## config.mk

```make
export PLATFORM = sky130hd
export DESIGN_NAME = xuart_tx_flat
export DESIGN_NICKNAME = d
export VERILOG_FILES = /design/src/rtl/xuart_tx_if.sv /design/src/rtl/xuart_tx.sv /design/src/flat_wrapper.sv
export SDC_FILE = /design/constraint.sdc
export NUM_CORES = 1
export LEC_CHECK = 0
export CORE_MARGIN = 2
export CORE_UTILIZATION = 45
export CTS_CLUSTER_DIAMETER = 50
export DETAILED_ROUTE_END_ITERATION = 6
export PLACE_DENSITY = 0.68
export RECOVER_POWER = 100
export SLEW_MARGIN = 20
export SYNTH_ARGS = -nofsm -noshare
export SYNTH_HDL_FRONTEND = slang
export SYNTH_SLANG_ARGS = --single-unit
```

## constraint.sdc

```tcl
create_clock -name clk -period 3.6 [get_ports clk]
set_input_delay 1.08 -clock clk [delete_from_list [all_inputs] [get_ports clk]]
set_output_delay 1.08 -clock clk [all_outputs]
set_load 0.01 [all_outputs]
```

## src/rtl/xuart_tx_if.sv

```systemverilog
// Parallel register port between the core's external
// interface and the UART transmitter.
interface xuart_tx_if #(
  parameter int PAR_ADDR_W = 12,
  parameter int DATA_W     = 32
);
  logic [PAR_ADDR_W-1:0] par_addr;
  logic                  par_re;
  logic                  par_we;
  logic [DATA_W-1:0]     par_out;
  logic [DATA_W-1:0]     par_in;

  modport master (
    output par_addr, par_re, par_we, par_out,
    input  par_in
  );

  modport slave (
    input  par_addr, par_re, par_we, par_out,
    output par_in
  );
endinterface

```

## src/rtl/xuart_tx.sv

```systemverilog
// Memory-mapped 8N1 UART transmitter with a small TX FIFO
// and a programmable per-bit clock divisor.
module xuart_tx #(
  parameter int          DATA_W     = 32,
  parameter int          PAR_ADDR_W = 12,
  parameter int          FIFO_DEPTH = 4,
  parameter logic [15:0] DIV_RST    = 16'd868
) (
  input  logic        clk,
  input  logic        rst,
  xuart_tx_if.slave   bus,
  output logic        tx
);

  localparam int PTR_W = (FIFO_DEPTH > 1) ?
                         $clog2(FIFO_DEPTH) : 1;
  localparam int CNT_W = $clog2(FIFO_DEPTH + 1);

  typedef enum logic [1:0] {
    IDLE,
    START,
    DATA,
    STOP
  } state_t;

  state_t state_q, state_d;

  logic [7:0]       mem_q [FIFO_DEPTH];
  logic [PTR_W-1:0] wr_ptr_q, rd_ptr_q;
  logic [CNT_W-1:0] count_q;
  logic             ovf_q;
  logic [15:0]      div_q;
  logic [7:0]       shreg_q;
  logic [2:0]       bit_q;
  logic [15:0]      baud_q;

  logic [1:0]  reg_sel;
  logic        wr_data, wr_stat, wr_div;
  logic        empty, full, busy;
  logic        push_ok, pop;
  logic        load, shift, tick;
  logic [15:0] div_eff;
  logic [2:0]  cnt3;
  logic        unused_ok;

  assign reg_sel = bus.par_addr[1:0];
  assign wr_data = bus.par_we & (reg_sel == 2'd0);
  assign wr_stat = bus.par_we & (reg_sel == 2'd1);
  assign wr_div  = bus.par_we & (reg_sel == 2'd2);

  assign empty = (count_q == '0);
  assign full  = (count_q == CNT_W'(FIFO_DEPTH));
  assign busy  = (state_q != IDLE) | ~empty;

  // A full FIFO still takes a byte when the FSM pops it
  // in the same cycle.
  assign push_ok = wr_data & (~full | pop);

  assign div_eff = (div_q == 16'd0) ? 16'd1 : div_q;
  assign tick    = (baud_q == 16'd0);
  assign cnt3    = 3'(count_q);

  assign unused_ok = ^{bus.par_re,
                       bus.par_addr[PAR_ADDR_W-1:2],
                       bus.par_out[DATA_W-1:16]};

  // State register.
  always_ff @(posedge clk) begin
    if (rst) state_q <= IDLE;
    else     state_q <= state_d;
  end

  // Next state, FIFO pop, bit timing controls and line level.
  always_comb begin
    state_d = state_q;
    pop     = 1'b0;
    load    = 1'b0;
    shift   = 1'b0;
    tx      = 1'b1;
    unique case (state_q)
      IDLE: begin
        if (!empty) begin
          pop     = 1'b1;
          load    = 1'b1;
          state_d = START;
        end
      end
      START: begin
        tx = 1'b0;
        if (tick) begin
          load    = 1'b1;
          state_d = DATA;
        end
      end
      DATA: begin
        tx = shreg_q[0];
        if (tick) begin
          load  = 1'b1;
          shift = 1'b1;
          if (bit_q == 3'd7) state_d = STOP;
        end
      end
      STOP: begin
        if (tick) state_d = IDLE;
      end
      default: state_d = IDLE;
    endcase
  end

  // Shift register, bit index and baud counter.
  always_ff @(posedge clk) begin
    if (rst) begin
      shreg_q <= '0;
      bit_q   <= '0;
      baud_q  <= '0;
    end else begin
      if (pop)        shreg_q <= mem_q[rd_ptr_q];
      else if (shift) shreg_q <= shreg_q >> 1;
      if (pop)        bit_q <= '0;
      else if (shift) bit_q <= bit_q + 3'd1;
      if (load)       baud_q <= div_eff - 16'd1;
      else if (!tick) baud_q <= baud_q - 16'd1;
    end
  end

  // FIFO storage; contents need no reset.
  always_ff @(posedge clk) begin
    if (push_ok) mem_q[wr_ptr_q] <= bus.par_out[7:0];
  end

  // FIFO pointers, occupancy and sticky overflow.
  always_ff @(posedge clk) begin
    if (rst) begin
      wr_ptr_q <= '0;
      rd_ptr_q <= '0;
      count_q  <= '0;
      ovf_q    <= 1'b0;
    end else begin
      if (push_ok) wr_ptr_q <= wr_ptr_q + 1'b1;
      if (pop)     rd_ptr_q <= rd_ptr_q + 1'b1;
      if (push_ok && !pop)
        count_q <= count_q + 1'b1;
      else if (!push_ok && pop)
        count_q <= count_q - 1'b1;
      if (wr_stat)
        ovf_q <= 1'b0;
      else if (wr_data && full && !pop)
        ovf_q <= 1'b1;
    end
  end

  // Divisor register.
  always_ff @(posedge clk) begin
    if (rst)         div_q <= DIV_RST;
    else if (wr_div) div_q <= bus.par_out[15:0];
  end

  // Combinational register read-back.
  always_comb begin
    bus.par_in = '0;
    unique case (1'b1)
      (reg_sel == 2'd1):
        bus.par_in[6:0] = {cnt3, ovf_q, empty, full, busy};
      (reg_sel == 2'd2):
        bus.par_in[15:0] = div_q;
      default: ;
    endcase
  end

endmodule

```

## src/flat_wrapper.sv

```systemverilog
// flat-port wrapper written by rule: the top's interface ports become plain ports
module xuart_tx_flat 
#(
  parameter int          DATA_W     = 32,
  parameter int          PAR_ADDR_W = 12,
  parameter int          FIFO_DEPTH = 4,
  parameter logic [15:0] DIV_RST    = 16'd868
)
  (clk, rst, tx, bus_par_addr, bus_par_re, bus_par_we, bus_par_out, bus_par_in);
  xuart_tx_if #(.PAR_ADDR_W(PAR_ADDR_W), .DATA_W(DATA_W)) bus_i ();
  input  logic clk;
  input  logic rst;
  output logic tx;
  input wire logic [$bits(bus_i.par_addr)-1:0] bus_par_addr;
  input wire logic [$bits(bus_i.par_re)-1:0] bus_par_re;
  input wire logic [$bits(bus_i.par_we)-1:0] bus_par_we;
  input wire logic [$bits(bus_i.par_out)-1:0] bus_par_out;
  output wire logic [$bits(bus_i.par_in)-1:0] bus_par_in;
  assign bus_i.par_addr = bus_par_addr;
  assign bus_i.par_re = bus_par_re;
  assign bus_i.par_we = bus_par_we;
  assign bus_i.par_out = bus_par_out;
  assign bus_par_in = bus_i.par_in;
  xuart_tx #(.DATA_W(DATA_W), .PAR_ADDR_W(PAR_ADDR_W), .FIFO_DEPTH(FIFO_DEPTH), .DIV_RST(DIV_RST)) u_core (.clk(clk), .rst(rst), .bus(bus_i), .tx(tx));
endmodule
```

==> results of run 1 <==
-- path summary, 6_finish.rpt --
path / end / slack [ns] / cells past startpoint
worst max-delay path: bus_par_in[0] / 0.08 / 6
worst min-delay path: u_core.shreg_q[7] / 0.48 / 2
worst min register to register: u_core.shreg_q[7] / 0.48 / 2
worst max register to register: u_core.baud_q[14] / 0.38 / 14
-- kinds of logic after synthesis --
| kind of cell | synth area share, % |
|---|---|
| buffers and inverters | 5.99 |
| DFF | 47.0 |
| other | 0.0855 |
| AOI/OAI and AO/OA | 10.7 |
| xor gates and xnor gates | 5.39 |
| muxes | 7.33 |
| and+or+nand+nor | 18.2 |
| adders and majority gates | 5.30 |
-- cell type report --
type / count / area [um^2]
well taps: 133 / 166
clock buffers: 10 / 138
repair buffers: 52 / 454
fillers: 900 / 4500
flip-flops and latches: 87 / 2060
multi-input cells: 312 / 2180
inverters: 12 / 45.0
clock inverters: 6 / 96.3
-- routing by layer --
metal | up-vias | wire (um) | GRT usage (%)
met5 | - | 0 | 0
met2 | 90 | 4280 | 29.4
li1 | 1592 | - | -
met4 | 0 | 132 | 8.60
met3 | 15 | 382 | 2.78
met1 | 1549 | 4420 | 25.4
-- placed cells by master (no fill, tap or decap), types with 14 or more instances in the layout --
master,count
sky130_fd_sc_hd__xnor2_1,16
sky130_fd_sc_hd__nand2_1,43
sky130_fd_sc_hd__conb_1,16
sky130_fd_sc_hd__edfxtp_1,32
sky130_fd_sc_hd__nor3_1,16
sky130_fd_sc_hd__ha_1,14
sky130_fd_sc_hd__dfxtp_1,55
sky130_fd_sc_hd__nor2_1,34
sky130_fd_sc_hd__dlygate4sd2_1,16
sky130_fd_sc_hd__a21oi_1,25
-- repair_timing --
item	CTS	global route
setup endpoints to repair	16	8
resized for setup	20	8
hold endpoints to repair	0	0
-- critical path, stage by stage --
cell and delay (ns):
sky130_fd_sc_hd__clkdlybuf4s50_1 0.53, sky130_fd_sc_hd__inv_2 0.08, sky130_fd_sc_hd__ha_4 0.19, sky130_fd_sc_hd__a22oi_1 0.19, sky130_fd_sc_hd__nor2b_1 0.07, sky130_fd_sc_hd__dlygate4sd2_1 0.29
-- through the flow --
step	total power [mW]	setup TNS [ns]	instance area [um^2]	utilization [%]
final	3.41	0	5140	53.3
after detailed placement	2.62	-3.65	4880	50.6
after global routing	3.64	-0.00361	5140	53.3
after global placement	2.58	-3.30	4880	50.6
after floorplan	2.22	0	4440	-
after CTS	3.41	0	5100	53.0
-- report_power, final --
group	internal [mW]	switching (mW)	total (mW)	leakage (nW)
Clock	0.420	0.370	0.789	0.115
Combinational	0.609	0.691	1.30	1.12
Sequential	1.16	0.153	1.32	0.741
Total	2.19	1.21	3.41	1.97
-- state kept, by name, summed over array words and instances, names as in the netlist, named ones only --
register         cells
u_core.wr_ptr_q      2
u_core.div_q        16
u_core.rd_ptr_q      2
u_core.ovf_q         1
u_core.mem_q        32
u_core.cnt3          3
u_core.state_q       2
u_core.baud_q       16
u_core.bit_q         3
u_core.shreg_q       8
==> run_results.csv, run 1 <==
group,metric,value,unit
status,status,"finished, final reports clean",
sta,slew_headroom,19.9,%
clock_network,clk_root_buffer_cell,"sky130_fd_sc_hd__clkbuf_8",
clock_network,post-cts-setup-buffer-count,0,
clock_network,clock_insertion_delay_worst_skew,0.36,ns
min_path,startpoint_of_the_lowest_slack_hold_path,"u_core.shreg_q[7]",
sta,max_clock_skew,0.00864,ns
critical_path,timing.critical_path.fanout_max,8,
layout,final_nets,540,
layout,diodes,0,
die,core_area,9640,um^2
critical_path,path_class,"input port to output pin",
grt,gr-usage-all-layers,18.6,%
drt,wl_per_cell,15.1,um
sta,tightest_slew,1.20,ns
pwr,powerDensity,663,nW/um^2
drt,via_per_inst,5.30,
drt,drtAntennaViolNets,0,
clock_network,cts_tree,"yes",
clock_network,clock-sinks,87,
clock_network,clock_tree.buffer_depth,2,
sta,finalHoldWorstSlack,0.481,ns
critical_path,startpoint_type,"input port",
pwr,total_leakage_power,1.97,nW
synth,avgSynthCellArea,10.1,um^2
sta,fmaxAchievable,284,MHz
synth,leading_area_contributor_after_synthesis,"sky130_fd_sc_hd__dfxtp_1",
critical_path,worst_setup_startpoint,"bus_par_addr[1]",
clock_network,cts_h_tree_lvls,3,
synth,netlist_top_cells_area,"sky130_fd_sc_hd__dfxtp_1, sky130_fd_sc_hd__edfxtp_1, sky130_fd_sc_hd__ha_1, sky130_fd_sc_hd__mux4_2, sky130_fd_sc_hd__nand2_1",
placement,dp.cells,596,
synth,yosysWarnings,0,
die,initial_cell_density_of_the_core,45.5,%
placement,dpl_worst_slack,-0.270,ns
die,die_x,103,um
grt,grt_pass1_wl,15200,um
die,die_area,10600,um^2
synth,synth_seq_cells,87,
critical_path,timing.critical_path.required,2.52,ns
synth,syn-instance-count,434,
pwr,irDropWorstVdd,314,uV
die,number_of_cell_rows,36,
drt,drc,0,
synth,yosys_most_used_dff,"sky130_fd_sc_hd__dfxtp_1",
synth,synthDominantCellAreaShare,25.1,%
layout,layout.cells.non_filler,612,
drt,drt_pre_antenna_iters,4,
sta,final.setup.worst_slack,0.0789,ns
synth,synth.cells.most_frequent,"sky130_fd_sc_hd__dfxtp_1, sky130_fd_sc_hd__nand2_1, sky130_fd_sc_hd__nor2_1",
synth,synth_enable_flop_cells,32,
sta,maxSlewViolCount,0,
placement,place.gp.congestion,0.870,
placement,port_buffers,37,
grt,via_count_of_the_first_global_routing_pass,3133,
clock_network,cts_hold_buffers,0,
min_path,holdCritPathClass,"flip-flop to flip-flop",
synth,async_flop_share,0,%
synth,post_synth_num_cell_types,53,
sta,hold_viol_final,0,
layout,layout-drive-gt1-share,11.5,%
grt,grt_max_degree,27,
clock_network,cts_clock_pin_slew_for_the_worst_setup_and_hold_paths,0.09,ns
critical_path,worstReg2RegStart,"u_core.state_q[0]",
placement,hpwl,6540,um
critical_path,worst-endpoint-arrival,2.44,ns
sta,rsz0062_at_grt,"true",
sta,timing.final.setup_violations,0,
die,top_level_ports,81,
clock_network,number_of_clock_buffers_inserted_by_tritoncts,9,
drt,vias,3246,
sta,period_share,97.8,%
drt,route.final.wire_length,9220,um
die,die_h,103,um
grt,total_global_routing_overflow,0,
layout,area_growth,17.1,%
synth,seq_area_frac_synth,47.0,%
sta,timing.final.crit_period,3.52,ns
job,maxCapViolCount,0,
drt,violation_count_after_the_first_detailed_route_iteration,161,
critical_path,cp-end-kind,"output pin",
synth,netlist_area_before_placement,4390,um^2
grt,number_of_antenna_violations_at_the_first_check_in_global_routing,0,
synth,synthMostInstantiatedCell,"sky130_fd_sc_hd__dfxtp_1",
(Power assumes the default switching activity.)
==> run 2: changes to the inputs <==
Settings changed: ABC_AREA from default to 1.
==> run 2 against run 1 <==
  * Non-clock buffer count down 4
  * Critical path type unchanged
  * Clock power down 14%
  * Critical endpoint is now bus_par_in[2]
  * Highest routed layer unchanged
  * Global-route usage up 0.77 points
==> run_results.csv, run 2 <==
group,metric,value,unit
die,die_h,104,um
sta,maxSlewViolCount,0,
placement,dp.cells,717,
drt,route.final.wire_length,9840,um
critical_path,worst-endpoint-arrival,2.43,ns
synth,yosys_most_used_dff,"sky130_fd_sc_hd__dfxtp_1",
placement,port_buffers,37,
layout,area_growth,14.3,%
pwr,switching_share,45.8,%
clock_network,number_of_clock_buffers_inserted_by_tritoncts,9,
pwr,total_leakage_power,2.22,nW
synth,async_flop_share,0,%
drt,drc,0,
grt,via_count_of_the_first_global_routing_pass,3567,
critical_path,startpoint_type,"input port",
layout,final_nets,661,
clock_network,clock_insertion_delay_worst_skew,0.37,ns
clock_network,cts_tree,"yes",
synth,synthMostInstantiatedCell,"sky130_fd_sc_hd__nand2_1",
sta,timing.final.crit_period,3.51,ns
sta,final.setup.worst_slack,0.0909,ns
placement,dpl_worst_slack,-0.299,ns
synth,leading_area_contributor_after_synthesis,"sky130_fd_sc_hd__dfxtp_1",
placement,hpwl,7280,um
synth,post_synth_num_cell_types,39,
drt,violation_count_after_the_first_detailed_route_iteration,143,
grt,number_of_antenna_violations_at_the_first_check_in_global_routing,0,
die,initial_cell_density_of_the_core,46.0,%
synth,synthDominantCellAreaShare,24.7,%
die,core_area,9680,um^2
synth,post_synth_fa_ha_maj_area_fraction,5.22,%
synth,synth_top_family_by_area,"simple AND/OR/NAND/NOR gates",
status,status,"finished, final reports clean",
die,die_x,104,um
drt,drt_pre_antenna_iters,4,
clock_network,clk_root_buffer_cell,"sky130_fd_sc_hd__clkbuf_8",
clock_network,clock-sinks,87,
pwr,powerDensity,783,nW/um^2
critical_path,path_class,"input port to output pin",
layout,top_regs,"u_core.mem_q x32, u_core.baud_q x16, u_core.div_q x16",
min_path,holdCritPathClass,"flip-flop to flip-flop",
grt,total_global_routing_overflow,0,
synth,netlist_area_before_placement,4460,um^2
synth,synth_simple_gate_area_share,22.9,%
synth,synth.cells.most_frequent,"sky130_fd_sc_hd__nand2_1, sky130_fd_sc_hd__inv_1, sky130_fd_sc_hd__nor2_1",
layout,largest_register,"u_core.mem_q",
layout,layout_commonest_cell,"sky130_fd_sc_hd__nand2_1",
synth,seq_area_frac_synth,46.3,%
pwr,p_clk_share,17.0,%
pwr,net-switching-power,1.83,mW
layout,layout-drive-gt1-share,7.33,%
layout,final_cell_mix,"sky130_fd_sc_hd__nand2_1, sky130_fd_sc_hd__inv_1, sky130_fd_sc_hd__nor2_1",
synth,synth_enable_flop_cells,32,
critical_path,timing.critical_path.required,2.52,ns
synth,avgSynthCellArea,8.00,um^2
sta,timing.final.setup_violations,0,
sta,max_clock_skew,0.0104,ns
die,top_level_ports,81,
clock_network,post-cts-setup-buffer-count,0,
drt,drtAntennaViolNets,0,
die,die_area,10700,um^2
job,maxCapViolCount,0,
sta,rsz0062_at_grt,"true",
critical_path,timing.critical_path.fanout_max,7,
synth,synth_seq_cells,87,
pwr,sequentialPowerShare,33.3,%
pwr,combinationalPowerShare,49.7,%
synth,area_fraction_in_compound_gates_after_synthesis,13.8,%
placement,place.gp.congestion,0.912,
critical_path,crit_chain,"clkdlybuf4s50_1, inv_1, ha_1, inv_2, a21oi_1, dlygate4sd2_1",
critical_path,critical_path.slowest_cell,"sky130_fd_sc_hd__clkdlybuf4s50_1",
synth,muxShareOfSynthArea,0,%
layout,number_of_flip_flops_in_the_largest_register,32,
grt,grt_max_degree,28,
synth,netlist_top_cells_area,"sky130_fd_sc_hd__dfxtp_1, sky130_fd_sc_hd__edfxtp_1, sky130_fd_sc_hd__nand2_1, sky130_fd_sc_hd__inv_1, sky130_fd_sc_hd__nor2_1",
drt,vias,3654,
die,number_of_cell_rows,36,
drt,wl_per_cell,13.4,um
sta,slew_headroom,36.6,%
grt,grt_pass1_wl,16800,um
sta,period_share,97.5,%
synth,syn-instance-count,557,
sta,fmaxAchievable,285,MHz
clock_network,cts_clock_pin_slew_for_the_worst_setup_and_hold_paths,0.09,ns
synth,yosysWarnings,0,
clock_network,clock_tree.buffer_depth,2,
layout,diodes,0,
synth,yosys.area_share.xor_xnor,0.196,%
sta,tightest_slew,0.952,ns
pwr,p_int,2.16,mW
drt,via_per_inst,4.98,
sta,hold_viol_final,0,
critical_path,max_stage_delay,0.49,ns
clock_network,cts_h_tree_lvls,3,
grt,gr-usage-all-layers,19.4,%
layout,layout.cells.non_filler,733,
pwr,irDropWorstVdd,348,uV
critical_path,cp-end-kind,"output pin",
## run 2: changes by cell type after synthesis, moves of 12 or more
| cell | previous run | this run |
|---|---|---|
| sky130_fd_sc_hd__nand2_1 | 43 | 102 |
| sky130_fd_sc_hd__inv_1 | 11 | 75 |
| sky130_fd_sc_hd__and2_1 | 15 | 0 |
| sky130_fd_sc_hd__mux2i_1 | 13 | 0 |
| sky130_fd_sc_hd__xnor2_1 | 16 | 1 |
| sky130_fd_sc_hd__nor2_1 | 34 | 69 |
| sky130_fd_sc_hd__nor3_1 | 16 | 3 |
| sky130_fd_sc_hd__o21ai_0 | 10 | 36 |
| sky130_fd_sc_hd__a21oi_1 | 25 | 37 |
## run 2: repair_timing
action | 4_1_cts | 5_1_grt
pin swaps | 0 | 0
hold buffers | 0 | 0
gates resized for setup | 23 | 10
endpoints found under the setup margin | 16 | 11
gates cloned | 0 | 0
## run 2: layout make-up
class / instances / area (um^2)
Fill cell: 940 / 4590
Sequential cell: 87 / 2060
Multi-Input combinational cell: 369 / 1950
Timing Repair Buffer: 48 / 417
Inverter: 80 / 300
Clock buffer: 12 / 166
Tap cell: 133 / 166
Clock inverter: 4 / 35.0
## run 2: through the flow
step           cell area [um^2]  hold slack (ns)  power [mW]  utilization [%]  setup TNS (ns)
2_1_floorplan              4510            0.436        2.98                -               0
3_3_place_gp               4930            0.447        3.29             50.9           -4.03
3_5_place_dp               4930            0.457        3.34             50.9           -3.85
4_1_cts                    5130            0.470        4.02             53.0               0
5_1_grt                    5100            0.502        4.37             52.6        -0.00424
6_report                   5100            0.470        3.99             52.6               0
## run 2: kinds of logic after synthesis
kind of cell | Yosys count
other | 1
buffers and inverters | 116
DFF | 87
adders and majority gates | 18
AOI/OAI and AO/OA | 104
and+or+nand+nor | 230
xor gates and xnor gates | 1
## run 2: power by group through the flow
stage / clock (mW) / sequential (mW) / combinational [mW]
after detailed placement: 0 / 1.35 / 1.99
after CTS: 0.697 / 1.33 / 1.99
after floorplan: 0 / 1.30 / 1.68
after global routing: 0.740 / 1.36 / 2.28
after global placement: 0 / 1.34 / 1.95
final: 0.680 / 1.33 / 1.98
## run 2: metal layers
layer	GRT usage [%]	vias up	share of wire [%]
li1	-	1869	-
met1	24.9	1684	48
met2	31.2	82	46
met3	3.90	19	4.0
met4	9.75	0	2.6
met5	0	-	0
## run 2: final timing paths
kind / start / end / slack (ns) / cells after the start
worst max-delay path: bus_par_addr[1] / bus_par_in[2] / 0.09 / 6
worst min-delay path: u_core.rd_ptr_q[1] / u_core.rd_ptr_q[1] / 0.47 / 2
worst max register to register: u_core.state_q[1] / u_core.baud_q[12] / 0.42 / 14
worst min register to register: u_core.rd_ptr_q[1] / u_core.rd_ptr_q[1] / 0.47 / 2
## run 2: critical path, delay by kind of cell
family / cells / cell delay, ns
AO/OA/AOI/OAI: 1 / 0.13
adder cells (fa/ha/maj): 1 / 0.29
buffers and inverters: 4 / 0.93
==> run 3: changes to the inputs <==
Settings changed: GPL_TIMING_DRIVEN from default to 1.
==> results of run 3 <==
The final DEF is identical to that of run 2; final timing and power are the same.
==> variant (flow settings as in run 2) <==
Encoding of `state_t`: now Gray code (2 bits for 4 states).
--- a/src/rtl/xuart_tx.sv
+++ b/src/rtl/xuart_tx.sv
@@ -18,8 +18,8 @@
 
   typedef enum logic [1:0] {
-    IDLE,
-    START,
-    DATA,
-    STOP
+    IDLE  = 2'b00,
+    START = 2'b01,
+    DATA  = 2'b11,
+    STOP  = 2'b10
   } state_t;
 
Check against the original RTL: same outputs for any inputs over 10 cycles, from zero or initial values and one cycle with rst high; not proved beyond that.
==> variant against run 2 <==
Non-clock buffer count fell by 1; sequential cell count did not move; worst setup slack improved by 16 ps; clock power rose by 13%; total power fell by 7.7%; global-route usage fell by 0.32 points; cell count fell by 2.7%; via count fell by 4.4%; synthesized area fell by 1.3%; wire length fell by 4.0%; sequential share of layout area rose by 0.85 points; design area fell by 2.1%; core utilization fell by 0.84 points; critical path type unchanged; critical endpoint is now bus_par_in[1]; largest cell class unchanged.
==> variant: results (changes against run 2) <==
[outcome]
status=finished clean

[yosys]
synth_top_area_cell=dfxtp_1
yosysWarningCount=0  ; unchanged
synth_common_cells=nand2_1, nor2_1, inv_1
synth_edf_count=32  ; unchanged
synthDistinctLibCells=37  ; -5.1%
synth_area_leaders=dfxtp_1, edfxtp_1, nand2_1
yosysSeqAreaShare=0.4684  ; +0.005916
async_flop_share=0  ; unchanged

[cts]
path_clk_slew_ps=90  ; about the same
cts-buffers-inserted=9  ; unchanged
clockBufferDepth=2  ; unchanged
root_buffer=clkbuf_8
clock_latency_ps=350  ; -20 ps
h-tree-depth=3  ; unchanged

[pwr]
cellLeakagePower_uw=0.002163  ; -2.4%
irDropWorstVdd_v=0.0002777  ; -20%

[route]
drt_first_pass_iters=4  ; unchanged
drc=0  ; unchanged
wirelength_um=9451  ; -4.0%
vias_per_cell=4.902  ; -1.7%
drt_iter0_markers=126  ; -12%

[sta]
finalClockSkew_ps=7.267  ; -3.108 ps
hold_viol=0  ; unchanged
relSlewSlack=0.2816  ; -0.08397
fmax_mhz=286.2  ; +0.45%

[global_routing]
grt_pass1_vias=3386  ; -5.1%
antenna_found_initial=0  ; unchanged
grt_max_degree=26  ; -7.1%
grt_overflow=0  ; unchanged
grt_pass1_wl_um=15620  ; -6.8%
track_usage=0.1907  ; -0.003225

[finish]
reg_top3=u_core.mem_q: 32 flops, u_core.baud_q: 16 flops, u_core.div_q: 16 flops
nNetsFinal=634  ; -4.1%
n_antenna_cell=0  ; unchanged
drive_gt1_frac=0.09310  ; +0.01977

[run]
cap_violations=0  ; unchanged

[worst_setup_path]
critPathArrivalTime_ps=2410  ; -20 ps
path_max_fanout=8  ; +1
reg2reg_slack_ps=610  ; +190 ps

[placement]
dp_hpwl_um=6864  ; -5.8%
dp_worst_setup_slack_ps=-229.3  ; +69.62 ps
port_buffers=37  ; unchanged
place.gp.congestion=0.8273  ; -9.3%
dpl_cell_area_um2=4841  ; -1.9%

[worst_hold_path]
hp-class=reg -> reg

==> variant: cell count changes in the layout (fill, tap and decap cells not counted), moves of 6 or more <==
cell           delta
ha_1              -6
nor2_1           +11
dlygate4sd2_1     +7
inv_1            -14
nand4_1           -9
==> variant: cell families (layout without fill, tap and decap cells) <==
group / count (synthesis) / after routing / share of synthesized area
flops: 87 / 87 / 0.4684
compound gates: 97 / 97 / 0.1282
fa+ha+maj: 11 / 11 / 0.03297
buf+inv: 98 / 126 / 0.1057
other cells: 1 / 16 / 0.0008519
simple gates: 243 / 243 / 0.2638
==> variant: cell type report <==
| cell class | count | area (um2) |
|---|---|---|
| Clock buffer | 9 | 123.9 |
| Clock inverter | 7 | 102.6 |
| Fill cell | 937 | 4648 |
| Inverter | 63 | 236.5 |
| Multi-Input combinational cell | 367 | 1903 |
| Sequential cell | 87 | 2062 |
| Tap cell | 133 | 166.4 |
| Timing Repair Buffer | 47 | 396.6 |
==> variant: metal layers <==
metal  track usage  part of all wire  up-vias
li1              -                 -     1800
met1        0.2382              0.46     1613
met2        0.3382              0.49       69
met3       0.03051             0.036       13
met4       0.05870             0.011        0
met5             0                 0        -
==> variant: critical path: stages <==
cell and delay, ps:
clkdlybuf4s50_1 430, inv_1 90, ha_1 160, buf_4 150
nand2_1 50, a21oi_1 170, dlygate4sd2_1 280
==> variant: final timing paths <==
| path | endpoint | start | cells after the start |
|---|---|---|---|
| max | bus_par_in[1] | bus_par_addr[0] | 7 |
| min | flop | u_core.rd_ptr_q[1] | 2 |
| max reg2reg | u_core.baud_q[10] | u_core.cnt3[0] | 11 |
| min reg2reg | flop | u_core.rd_ptr_q[1] | 2 |
==> variant: where the power goes <==
group | internal [uW] | switching, uW
Sequential | 1160 | 124
Combinational | 547 | 1080
Clock | 401 | 365
==> variant: what timing repair did <==
item | CTS | global route
setup buffers | 0 | 0
resized for setup | 17 | 1
endpoints found under the setup margin | 16 | 4
==> variant: per-stage QoR <==
stage	total power, uW	instances	hold WS (ps)	setup TNS (ps)
finish	3685	713	483.4	0
global route	3987	713	515.0	0
CTS	3780	713	473.6	0
detailed placement	3012	697	458.4	-1812
global placement	2969	697	448.1	-1503
floorplan	2737	552	436.2	0
